[src/rtl/gen_fip_max_selector.sv]
`default_nettype none
// ============================================================================
// Module   : gen_fip_max_selector
// Brief    : Streams NUM_CNT signed fixed-point values, asks an external
//            ">=" comparator (start/done handshake) to compare each candidate
//            against the running best, and reports the maximum and the
//            arrival index where it first appeared.
// Revision : 1.0 - initial release
// ============================================================================
module gen_fip_max_selector #(
    parameter  int NUM_INT_W   = 4,
    parameter  int NUM_FRACT_W = 4,
    parameter  int NUM_CNT     = 8,
    localparam int NUM_W       = NUM_INT_W + NUM_FRACT_W,
    localparam int IDX_W       = (NUM_CNT > 1) ? $clog2(NUM_CNT) : 1
) (
    input  logic             clk,
    input  logic             rstn,
    input  logic             i_start_pls,
    input  logic             i_num_vld,
    input  logic [NUM_W-1:0] i_num,
    output logic             o_num_rdy,
    output logic             o_cmp_start_pls,
    output logic [NUM_W-1:0] o_cmp_num1,
    output logic [NUM_W-1:0] o_cmp_num2,
    input  logic             i_cmp_done_pls,
    input  logic             i_cmp_res,
    output logic             o_done_pls,
    output logic [NUM_W-1:0] o_max,
    output logic [IDX_W-1:0] o_max_idx,
    output logic             o_busy
);

    typedef enum logic [2:0] {
        S_IDLE     = 3'd0,
        S_WAIT_NUM = 3'd1,
        S_CMP_REQ  = 3'd2,
        S_CMP_WAIT = 3'd3,
        S_DONE     = 3'd4
    } state_t;

    // Counter is one bit wider than the index so it can reach NUM_CNT itself.
    localparam logic [IDX_W:0] c_CNT_END = (IDX_W + 1)'(NUM_CNT);

    state_t             r_state;
    state_t             w_state_nxt;
    logic [IDX_W:0]     r_cnt;
    logic [NUM_W-1:0]   r_best;
    logic [IDX_W-1:0]   r_best_idx;
    logic [NUM_W-1:0]   r_cand;
    logic [NUM_W-1:0]   r_max;
    logic [IDX_W-1:0]   r_max_idx;

    logic               w_xfer;
    logic               w_resolve;
    logic               w_first;
    logic               w_last;
    logic [IDX_W:0]     w_cnt_inc;
    logic [NUM_W-1:0]   w_new_best;
    logic [IDX_W-1:0]   w_new_idx;

    assign w_xfer     = (r_state == S_WAIT_NUM) && i_num_vld;
    assign w_resolve  = ((r_state == S_CMP_REQ) || (r_state == S_CMP_WAIT)) && i_cmp_done_pls;
    assign w_first    = (r_cnt == '0);
    assign w_cnt_inc  = r_cnt + 1'b1;
    assign w_last     = (w_cnt_inc == c_CNT_END);
    // i_cmp_res==1 means best>=candidate, so ties keep the earlier value.
    assign w_new_best = i_cmp_res ? r_best     : r_cand;
    assign w_new_idx  = i_cmp_res ? r_best_idx : r_cnt[IDX_W-1:0];

    assign o_num_rdy       = (r_state == S_WAIT_NUM);
    assign o_cmp_start_pls = (r_state == S_CMP_REQ);
    assign o_done_pls      = (r_state == S_DONE);
    assign o_busy          = (r_state == S_WAIT_NUM) || (r_state == S_CMP_REQ)
                          || (r_state == S_CMP_WAIT);
    assign o_cmp_num1      = r_best;
    assign o_cmp_num2      = r_cand;
    assign o_max           = r_max;
    assign o_max_idx       = r_max_idx;

    // State register.
    always_ff @(posedge clk or negedge rstn) begin
        if (!rstn) begin
            r_state <= S_IDLE;
        end else begin
            r_state <= w_state_nxt;
        end
    end

    // Next-state selection; a same-cycle done in CMP_REQ skips CMP_WAIT.
    always_comb begin
        w_state_nxt = r_state;
        case (r_state)
            S_IDLE: begin
                if (i_start_pls) w_state_nxt = S_WAIT_NUM;
            end
            S_WAIT_NUM: begin
                if (i_num_vld) begin
                    if (!w_first)   w_state_nxt = S_CMP_REQ;
                    else if (w_last) w_state_nxt = S_DONE;
                end
            end
            S_CMP_REQ: begin
                if (i_cmp_done_pls) w_state_nxt = w_last ? S_DONE : S_WAIT_NUM;
                else                w_state_nxt = S_CMP_WAIT;
            end
            S_CMP_WAIT: begin
                if (i_cmp_done_pls) w_state_nxt = w_last ? S_DONE : S_WAIT_NUM;
            end
            S_DONE: begin
                w_state_nxt = S_IDLE;
            end
            default: begin
                w_state_nxt = S_IDLE;
            end
        endcase
    end

    // Datapath: load first value, latch candidates, fold comparator verdicts.
    always_ff @(posedge clk or negedge rstn) begin
        if (!rstn) begin
            r_cnt      <= '0;
            r_best     <= '0;
            r_best_idx <= '0;
            r_cand     <= '0;
            r_max      <= '0;
            r_max_idx  <= '0;
        end else begin
            if ((r_state == S_IDLE) && i_start_pls) begin
                r_cnt <= '0;
            end
            if (w_xfer) begin
                if (w_first) begin
                    r_best     <= i_num;
                    r_best_idx <= '0;
                    r_cnt      <= w_cnt_inc;
                    if (w_last) begin
                        r_max     <= i_num;
                        r_max_idx <= '0;
                    end
                end else begin
                    r_cand <= i_num;
                end
            end
            if (w_resolve) begin
                r_best     <= w_new_best;
                r_best_idx <= w_new_idx;
                r_cnt      <= w_cnt_inc;
                if (w_last) begin
                    r_max     <= w_new_best;
                    r_max_idx <= w_new_idx;
                end
            end
        end
    end

endmodule
`default_nettype wire

[config.mk]
export PLATFORM = sky130hd
export DESIGN_NAME = gen_fip_max_selector
export DESIGN_NICKNAME = d
export VERILOG_FILES = /design/src/rtl/gen_fip_max_selector.sv
export SDC_FILE = /design/constraint.sdc
export NUM_CORES = 1
export LEC_CHECK = 0
export CAP_MARGIN = 20
export CELL_PAD_IN_SITES_DETAIL_PLACEMENT = 0
export CELL_PAD_IN_SITES_GLOBAL_PLACEMENT = 1
export CORE_UTILIZATION = 42
export CTS_CLUSTER_SIZE = 8
export DETAILED_ROUTE_END_ITERATION = 10
export PLACE_DENSITY = 0.89
export SLEW_MARGIN = 20
export SYNTH_ARGS = -nofsm -noshare
export SYNTH_HDL_FRONTEND = slang
export SYNTH_SLANG_ARGS = --single-unit
export TNS_END_PERCENT = 20
[constraint.sdc]
create_clock -name clk -period 5.5 [get_ports clk]
set_input_delay 1.1 -clock clk [delete_from_list [all_inputs] [get_ports clk]]
set_output_delay 1.1 -clock clk [all_outputs]
set_load 0.02 [all_outputs]
==> results of run 1 <==
-- cells in the mapped netlist (all sizes together), types with 2 or more instances --
cell / instances / area share [%]
a21bo: 2 / 1.1
a21oi: 2 / 0.77
a221o: 7 / 3.9
a22o: 3 / 1.5
and2: 5 / 1.7
and3: 4 / 1.4
and4bb: 2 / 1.4
buf: 4 / 2.2
clkbuf: 2 / 0.49
dfrtp: 37 / 52
ha: 2 / 1.4
inv: 6 / 1.3
mux2: 28 / 18
mux2i: 2 / 1.1
nand2: 5 / 1.0
nand3: 3 / 1.5
nand3b: 2 / 1.5
nor2: 3 / 0.63
o211ai: 3 / 1.3
o21ai: 3 / 0.84
o31ai: 2 / 0.84
-- kinds of logic after synthesis --
group           after synthesis
fa+ha+maj                     2
flops                        37
buf+inv                      12
simple gates                 29
mux                          30
compound gates               25
-- sequential cells by signal (all words and copies together) (netlist names) --
signal	count
r_state	3
r_cnt	4
r_best_idx	3
o_cmp_num2	8
o_cmp_num1	8
o_max	8
o_max_idx	3
-- power breakdown --
part	internal, uW	switching, uW
sequential	355	86.2
combinational	267	249
clock	90.0	90.9
-- stage by stage --
stage	power, uW	utilization, %	instance area, um2	std cells	setup slack (ps)
3_5_place_dp	960.9	55.26	2242	223	2194
5_1_grt	1205	57.23	2322	231	2338
3_3_place_gp	943.7	55.26	2242	223	2200
6_report	1138	57.23	2322	231	2418
4_1_cts	1147	57.23	2322	231	2406
2_1_floorplan	746.2	-	1792	135	3201
-- how the worst max path moves through the flow --
| stage | cells after the start | start | end | slack, ps |
|---|---|---|---|---|
| after floorplan | 4 | i_cmp_res | o_max[5] | 3200 |
| after global placement | 4 | i_cmp_res | o_cmp_num1[2] | 2200 |
| after detailed placement | 4 | i_cmp_res | o_cmp_num1[2] | 2190 |
| after CTS | 2 | r_state[1] | o_num_rdy | 2410 |
| after global routing | 2 | r_state[1] | o_num_rdy | 2340 |
| final | 2 | r_state[1] | o_num_rdy | 2420 |
-- per-layer routing --
layer  routed length, um  GRT usage (%)
met1                1921          27.39
met2                1822          32.13
met3                 244          5.068
met4                 108          9.840
met5                   0              0
-- cell type report --
class                           count  share of cell area (%)
Sequential cell                    37                   39.87
Timing Repair Buffer               44                   18.75
Tap cell                           50                   2.694
Multi-Input combinational cell     86                   34.27
Clock buffer                        8                   3.448
Inverter                            6                  0.9698
==> summary.md, run 1 <==
| Metric | Value |
|---|---|
| Detail Route Antenna Nets | 0 |
| Largest net degree at the start of global routing | 38 |
| Syn nets | 151 |
| WHS Endpoint | o_max_idx[0] |
| Hold Vio Cnt, Final | 0 |
| Period minus WS final | 3082 ps |
| Slowest-stage cell, CP | clkdlybuf4s50_1 |
| Critical Path Max Stage Delay | 710 ps |
| Worst R2R Start | r_cnt[0] |
| CTS tree | done |
| Setup CP Type | register to primary output |
| Syn Inst Count | 135 |
| Drt total wl | 4.098 mm |
| Share of layout cells above drive strength 1 | 23.20% |
| Post-synth ARST share | 100.0% |
| Area grow syn2layout | 29.61% |
| CP Cell Sequence | nor3b_4, clkdlybuf4s50_1 |
| Commonest non-fill, non-tap cell in the layout | clkdlybuf4s50_1 |
| Syn Std Cell Area | 1792 um2 |
| Detailed Route Iter0 Violations | 84 |
| YS warnings | 0 |
| Vias in the first global route | 1348 |
| Relative slew slack | 46.16% |
| TNS Setup | 0 ps |
| Die height | 67.32 um |
| Critical path required time | 4400 ps |
| Arr. time, crit path | 1980 ps |
| Synth Area in Adders | 1.397% |
| Global-route wire length before repair | 6.686 mm |
| DRC | 0 |
| Most frequent cells in the layout | clkdlybuf4s50_1, dfrtp_1, mux2_2 |
| Yosys reg bits | 37 |
| Chip width | 67.32 um |
| Setup violators final | 0 |
| Unrepaired setup endpoints after global routing | false |
| Period utilization | 56.04% |
| Reg2reg setup slack | 3510 ps |
| Clock sink total | 37 |
| Worst Setup Start Kind | register |
| Total grt overflow | 0 |
| Routability Congestion | 0.8461 |
| Post-CTS Setup Repair Bufs | 0 |
| CTS max path bufs | 2 |
| Hold slack | 491.9 ps |
| Post-synth top flop | dfrtp_1 |
| Post-Syn Area per Cell | 13.27 um2 |
| CORE AREA | 4058 um2 |
| Synth Area in Simple Gates | 12.08% |
| Total track usage | 20.81% |
| # H-tree levels | 2 |
| Post-CTS Hold Fix Bufs | 0 |
| Leakage | 0.001033 uW |
| Sequential fraction of the synthesis area | 51.68% |
| Max-Cap Viols | 0 |
| CTS root buf | clkbuf_8 |
| CTS resizes | 0 |
| EDFF count, synth | 0 |
| Register area | 925.9 um2 |
| Die Area | 4531 um2 |
| Hold Crit Class | register to register |
| CTS Buf Count | 5 |
| Detailed-route via count | 1299 |
| CP Max Fanout | 10 |
| IO Port Bufs | 44 |
| Worst skew pair latency | 290 ps |
| Clock skew | 5.024 ps |
| Total Nets Final | 196 |
| Worst Path Buf+Inv | 1 |
| Number of library cell types mapped by synthesis | 35 |
| Clk slew on worst S/H paths | 70 ps |
| Largest family of logic cells by synthesized area | multiplexers |
| Hold wc startpoint | o_max_idx[0] |
| Area of the multi-input gates | 795.8 um2 |
| Fillcell total | 336 |
| Hold Path Stages | 1 |
| Slew Limit Fails | 0 |
| Delay-heaviest family, CP | buffers and inverters |
| Via density per instance | 5.623 |
| Post-synthesis mux area share | 18.72% |
| Status | finished clean |
| Power per cell area | 490.2 nW/um2 |
| Worst R2R Path Depth | 5 |
| Initial DRT Pass Iterations | 4 |
| Crit end category | primary output |
| Fmax | 0.3244 GHz |
| Xor and xnor area share after synthesis | 0% |
| Compound-Gate Fraction of Synth Area | 12.22% |
| N_diodes | 0 |
| Slew @ Worst Pin | 807.6 ps |
| WL/cell | 17.74 um |
| Reg2Reg Capture Point | o_cmp_num1[4] |
| Num rows | 23 |
| Detailed-placement wirelength estimate | 2.711 mm |
| Maximum VDD drop | 286.7 uV |
| Antenna violations before repair | 0 |
| Initial Util | 44.16% |
| Io pins | 45 |
(Power assumes the default switching activity.)
==> run 2, diff against run 1 <==
--- a/config.mk
+++ b/config.mk
@@ -8,10 +8,10 @@
 export CAP_MARGIN = 20
 export CELL_PAD_IN_SITES_DETAIL_PLACEMENT = 0
 export CELL_PAD_IN_SITES_GLOBAL_PLACEMENT = 1
-export CORE_UTILIZATION = 42
+export CORE_UTILIZATION = 39
 export CTS_CLUSTER_SIZE = 8
 export DETAILED_ROUTE_END_ITERATION = 10
-export PLACE_DENSITY = 0.89
+export PLACE_DENSITY = 0.83
 export SLEW_MARGIN = 20
 export SYNTH_ARGS = -nofsm -noshare
 export SYNTH_HDL_FRONTEND = slang
==> constraint.sdc (replaced) <==
create_clock -name clk -period 3.1 [get_ports clk]
set_input_delay 0.62 -clock clk [delete_from_list [all_inputs] [get_ports clk]]
set_output_delay 0.62 -clock clk [all_outputs]
set_load 0.02 [all_outputs]
==> run 2 against run 1 <==
Net effect:
- utilization decreased by 2.8 points
- register-to-register slack got worse by 2300 ps
- clock skew increased by 2.4 ps
- count of clock-buffer cells in the layout decreased by 1
- sequential power increased by 78%
- first-iteration DRC count decreased by 32%
- total power increased by 89%
- critical path depth increased by 1
- clock power increased by 140%
- combinational power increased by 80%
- final cell count increased by 2.2%
- worst setup slack got worse by 1700 ps
- largest power group unchanged
==> summary.md, run 2 (synthesized netlist as in run 1, its figures left out) <==
| Metric | Value |
|---|---|
| Register area | 925.9 um2 (unchanged) |
| Critical path required time | 2480 ps (-1920 ps) |
| CP Max Fanout | 6 (-4) |
| Arr. time, crit path | 1790 ps (-190 ps) |
| DRC | 0 (unchanged) |
| Max-Cap Viols | 0 (unchanged) |
| Area of the multi-input gates | 795.8 um2 (unchanged) |
| Drt total wl | 4.161 mm (+1.5%) |
| Most frequent cells in the layout | clkdlybuf4s50_1, dfrtp_1, mux2_2 |
| Via density per instance | 5.487 (-2.4%) |
| Die Area | 4869 um2 (+7.5%) |
| Area grow syn2layout | 33.31% |
| Total Nets Final | 199 (+1.5%) |
| Num rows | 24 (+4.3%) |
| Worst Setup Start Kind | register |
| Total grt overflow | 0 (unchanged) |
| # H-tree levels | 2 (unchanged) |
| Detailed-placement wirelength estimate | 2.848 mm (+5.0%) |
| CTS tree | done |
| Largest net degree at the start of global routing | 38 (unchanged) |
| CTS root buf | clkbuf_8 |
| Io pins | 45 (unchanged) |
| Crit end category | primary output |
| Post-CTS Hold Fix Bufs | 0 (unchanged) |
| Routability Congestion | 0.8135 (-3.9%) |
| Hold Crit Class | register to register |
| TNS Setup | 0 ps (unchanged) |
| Commonest non-fill, non-tap cell in the layout | clkdlybuf4s50_1 |
| CTS Buf Count | 5 (unchanged) |
| Met1 usage | 24.88% (-2.5 points) |
| Power per cell area | 899.0 nW/um2 (+83%) |
| Post-CTS Setup Repair Bufs | 0 (unchanged) |
| Die height | 69.78 um (+3.7%) |
| Status | finished clean |
| CTS resizes | 0 (unchanged) |
| WL/cell | 17.63 um (-0.61%) |
| Placed Instance Area | 2272 um2 (+1.3%) |
| Clock sink total | 37 (unchanged) |
| Clk slew on worst S/H paths | 70 ps (about the same) |
| Hold wc startpoint | r_best_idx[2] |
| Reg2Reg Capture Point | o_cmp_num2[6] |
| Hold Vio Cnt, Final | 0 (unchanged) |
| Worst skew pair latency | 290 ps (about the same) |
| IO Port Bufs | 44 (unchanged) |
| Setup CP Type | register to primary output |
| Worst R2R Path Depth | 5 (unchanged) |
| GR Layer Usage met2 | 27.88% (-4.2 points) |
| Design Area, Final | 2389 um2 (+2.9%) |
| Initial DRT Pass Iterations | 4 (unchanged) |
| Global-route wire length before repair | 6.934 mm (+3.7%) |
| Relative slew slack | 55.95% (+9.8 points) |
| N_diodes | 0 (unchanged) |
| Met3 Track Usage GR | 4.651% (-0.42 points) |
| Vias in the first global route | 1371 (+1.7%) |
| Total track usage | 18.32% (-2.5 points) |
| Initial Util | 40.87% (-3.3 points) |
| Reg2reg setup slack | 1160 ps (-2350 ps) |
| Grt peak-use layer | met2 |
| Leakage | 0.001067 uW (+3.2%) |
| Worst R2R Start | r_cnt[0] |
| Detailed Route Iter0 Violations | 57 (-32%) |
| Detail Route Antenna Nets | 0 (unchanged) |
| Share of layout cells above drive strength 1 | 25.00% (+1.8 points) |
| Slew @ Worst Pin | 658.7 ps (-148.9 ps) |
| Period utilization | 77.62% |
| Maximum VDD drop | 520.3 uV (+81%) |
| Unrepaired setup endpoints after global routing | false |
| Fmax | 0.4156 GHz |
| CTS max path bufs | 2 (unchanged) |
| WHS Endpoint | r_best_idx[2] |
| Detailed-route via count | 1295 (-0.31%) |
| CORE AREA | 4384 um2 (+8.0%) |
| Hold Path Stages | 1 (unchanged) |
| Antenna violations before repair | 0 (unchanged) |
| Fillcell total | 378 (+13%) |
| Setup violators final | 0 (unchanged) |
| Slew Limit Fails | 0 (unchanged) |
| Period minus WS final | 2406 ps |
| Chip width | 69.78 um (+3.7%) |
| Clock skew | 7.406 ps (+2.382 ps) |
run 2: cell count changes in the layout (fill, tap and decap cells not counted):
cell	previous run	this run
clkbuf_1	3	1
buf_4	0	3
bufinv_16	0	1
clkdlybuf4s50_1	43	44
clkbuf_8	5	6
buf_2	1	0
run 2: layout make-up:
type | instances | share of cell area, %
sequential | 37 | 38.76
multi-input combinational | 86 | 33.32
timing repair buffer | 47 | 19.38
clock buffer | 7 | 3.614
tap | 52 | 2.724
clock inverter | 1 | 1.257
inverter | 6 | 0.9429
run 2: worst max path at each step:
stage / endpoint / from / slack, ps
3_5_place_dp: o_max[0] / i_cmp_done_pls / 610
2_1_floorplan: o_max[5] / i_cmp_res / 1280
5_1_grt: o_cmp_start_pls / r_state[1] / 620
6_report: o_cmp_start_pls / r_state[1] / 690
4_1_cts: o_cmp_start_pls / r_state[1] / 670
3_3_place_gp: o_max_idx[1] / i_cmp_done_pls / 670
run 2: report_power, final:
group          leakage, uW  switching (uW)  total, uW  internal (uW)
combinational     0.000529             442        927            485
clock            0.0000585             173        435            262
sequential        0.000479             156        785            630
total              0.00107             771       2150           1380
run 2: critical path, stage by stage (launching register included):
cell and delay (ps):
dfrtp_1 500, or2b_1 290, nor2_1 100, clkdlybuf4s50_1 600
run 2: metrics by stage:
stage	setup WS (ps)	instances	utilization, %	power (uW)	hold slack (ps)
2_1_floorplan	1281	135	-	1324	324.4
3_3_place_gp	667.2	228	51.83	1693	474.6
4_1_cts	674.6	236	54.48	2165	504.4
3_5_place_dp	611.3	228	51.83	1722	482.5
6_report	693.7	236	54.48	2147	498.1
5_1_grt	617.1	236	54.48	2260	524.2
run 2: layer usage:
metal	up-vias	part of all wire (%)
met5	-	0
met4	0	1.3
met3	5	4.9
met2	38	47
met1	653	47
li1	599	-
==> run 3, diff against run 2 <==
--- a/config.mk
+++ b/config.mk
@@ -8,10 +8,10 @@
 export CAP_MARGIN = 20
 export CELL_PAD_IN_SITES_DETAIL_PLACEMENT = 0
 export CELL_PAD_IN_SITES_GLOBAL_PLACEMENT = 1
-export CORE_UTILIZATION = 39
+export CORE_UTILIZATION = 35
 export CTS_CLUSTER_SIZE = 8
 export DETAILED_ROUTE_END_ITERATION = 10
-export PLACE_DENSITY = 0.83
+export PLACE_DENSITY = 0.79
 export SLEW_MARGIN = 20
 export SYNTH_ARGS = -nofsm -noshare
 export SYNTH_HDL_FRONTEND = slang
==> constraint.sdc (replaced) <==
create_clock -name clk -period 1.95 [get_ports clk]
set_input_delay 0.39 -clock clk [delete_from_list [all_inputs] [get_ports clk]]
set_output_delay 0.39 -clock clk [all_outputs]
set_load 0.02 [all_outputs]
==> run 3 against run 2 <==
Net effect:
- routed wire length decreased by 0.43%
- worst setup slack got worse by 580 ps
- first-iteration DRC count increased by 61%
- utilization decreased by 2.6 points
- via count increased by 2.9%
- global-route usage decreased by 1.1 points
- total power increased by 61%
- clock skew decreased by 3.4 ps
- non-clock buffer count increased by 13
- die area increased by 11%
- flip-flop and latch count unchanged
- worst hold slack about the same
- largest cell class unchanged
- largest power group unchanged
==> summary.md, run 3 (synthesized netlist as in run 1, its figures left out) <==
| Metric | Value |
|---|---|
| DRC | 0 (unchanged) |
| Crit end category | primary output |
| Initial DRT Pass Iterations | 4 (unchanged) |
| Relative slew slack | 65.46% (+9.5 points) |
| Hold Vio Cnt, Final | 0 (unchanged) |
| CTS Buf Count | 5 (unchanged) |
| IO Port Bufs | 44 (unchanged) |
| Clock skew | 4.029 ps (-3.377 ps) |
| Power per cell area | 1379 nW/um2 (+53%) |
| CP Cell Sequence | or2b_1, nor2_1, dlygate4sd2_1 |
| Total grt overflow | 0 (unchanged) |
| Fillcell total | 432 (+14%) |
| Die Area | 5410 um2 (+11%) |
| CTS resizes | 4 (+4) |
| TNS Setup | 0 ps (unchanged) |
| CTS max path bufs | 2 (unchanged) |
| Arr. time, crit path | 1440 ps (-350 ps) |
| Detailed Route Iter0 Violations | 92 (+61%) |
| N_diodes | 0 (unchanged) |
| Critical Path Max Stage Delay | 430 ps (-170 ps) |
| Slew @ Worst Pin | 518.1 ps (-140.6 ps) |
| Util after Layout | 51.92% (-2.6 points) |
| Num rows | 25 (+4.2%) |
| Share of layout cells above drive strength 1 | 30.46% (+5.5 points) |
| CP Max Fanout | 5 (-1) |
| Post-CTS Setup Repair Bufs | 0 (unchanged) |
| Critical path required time | 1560 ps (-920 ps) |
| Worst Path Buf+Inv | 1 (unchanged) |
| Detailed-placement wirelength estimate | 2.989 mm (+5.0%) |
| CTS tree | done |
| Delay-heaviest family, CP | flip-flops |
| Antenna violations before repair | 0 (unchanged) |
| WL/cell | 15.69 um (-11%) |
| Slowest-stage cell, CP | dfrtp_2 |
| Clk slew on worst S/H paths | 70 ps (about the same) |
| WHS Endpoint | o_max_idx[0] |
| Chip width | 73.55 um (+5.4%) |
| Max-Cap Viols | 0 (unchanged) |
| Reg2reg setup slack | 160 ps (-1000 ps) |
| Hold Path Stages | 1 (unchanged) |
| Status | finished clean |
| Fmax | 0.5459 GHz |
| Hold wc startpoint | o_max_idx[0] |
| Most frequent cells in the layout | clkdlybuf4s50_1, dfrtp_1, mux2_2 |
| Slew Limit Fails | 0 (unchanged) |
| # H-tree levels | 2 (unchanged) |
| Hold slack | 498.0 ps (-0.08000 ps) |
| Via density per instance | 5.049 (-8.0%) |
| Vias in the first global route | 1417 (+3.4%) |
| Total Nets Final | 212 (+6.5%) |
| Worst R2R Path Depth | 5 (unchanged) |
| Largest net degree at the start of global routing | 38 (unchanged) |
| Drt total wl | 4.143 mm (-0.43%) |
| Area grow syn2layout | 39.60% |
| Io pins | 45 (unchanged) |
| Worst Setup Start Kind | register |
| Clock sink total | 37 (unchanged) |
| Post-CTS Hold Fix Bufs | 0 (unchanged) |
| Global-route wire length before repair | 6.962 mm (+0.40%) |
| Worst skew pair latency | 290 ps (about the same) |
| Commonest non-fill, non-tap cell in the layout | clkdlybuf4s50_1 |
| Period utilization | 93.94% |
| Detailed-route via count | 1333 (+2.9%) |
| Setup CP Type | register to primary output |
| CTS root buf | clkbuf_8 |
| CORE AREA | 4817 um2 (+9.9%) |
| Reg2Reg Capture Point | o_cmp_num2[7] |
| Initial Util | 37.19% (-3.7 points) |
| Unrepaired setup endpoints after global routing | false |
| Total track usage | 17.17% (-1.1 points) |
| Period minus WS final | 1832 ps |
| Maximum VDD drop | 724.2 uV (+39%) |
| Setup violators final | 0 (unchanged) |
| Worst R2R Start | r_cnt[1] |
| Hold Crit Class | register to register |
| Leakage | 0.001142 uW (+7.1%) |
| Routability Congestion | 0.8068 (-0.82%) |
| Detail Route Antenna Nets | 0 (unchanged) |
| Die height | 73.55 um (+5.4%) |
==> run 3: cell count changes in the layout (fill, tap and decap cells not counted) <==
cell             before  now
buf_4                 3   16
clkdlybuf4s50_1      44   40
dfrtp_1              37   36
dfrtp_2               0    1
dlygate4sd2_1         0    4
==> run 3: power by group <==
part	internal, uW	switching (uW)
logic	810	745
clock network	417	275
registers	1000	201
==> run 3: worst reg2reg max path: stages (launching register included) <==
cell     delay (ps)
dfrtp_1         380
inv_1            80
ha_1            170
or3b_2          500
nand3_4         190
mux2_2          360
==> run 3: worst max-delay path by stage <==
stage / from / end / slack (ps) / cells past startpoint
floorplan: r_cnt[0] / o_cmp_num2[0] / 220 / 5
global placement: i_cmp_done_pls / o_max[1] / -40 / 5
detailed placement: i_cmp_done_pls / o_max[0] / -50 / 5
CTS: r_state[1] / o_cmp_start_pls / 60 / 3
global route: r_state[1] / o_cmp_start_pls / 50 / 3
finish: r_state[1] / o_cmp_start_pls / 120 / 3
==> run 3: final cells by class <==
cell class,instances,area (um2),share of cell area (%)
clock inverters,1,30.03,1.201
repair buffers,60,555.5,22.21
inverters,6,22.52,0.9004
multi-input cells,86,795.8,31.82
clock buffers,7,86.33,3.452
flip-flops and latches,37,927.1,37.07
well taps,67,83.83,3.352
==> run 3: metrics by stage <==
step                total power [uW]  instance area, um2  std cells  setup slack (ps)
floorplan                       2105                1792        135             219.8
global placement                2753                2389        256            -44.28
detailed placement              2797                2389        256            -50.19
CTS                             3472                2500        264             62.88
global route                    3651                2501        264             52.06
finish                          3450                2501        264             118.2
==> run 3: per-layer routing <==
metal	vias to the layer above	global-route usage [%]	share of wire (%)
li1	619	-	-
met1	665	23.94	49
met2	43	26.50	45
met3	6	4.938	5.0
met4	0	3.846	1.0
met5	-	0	0
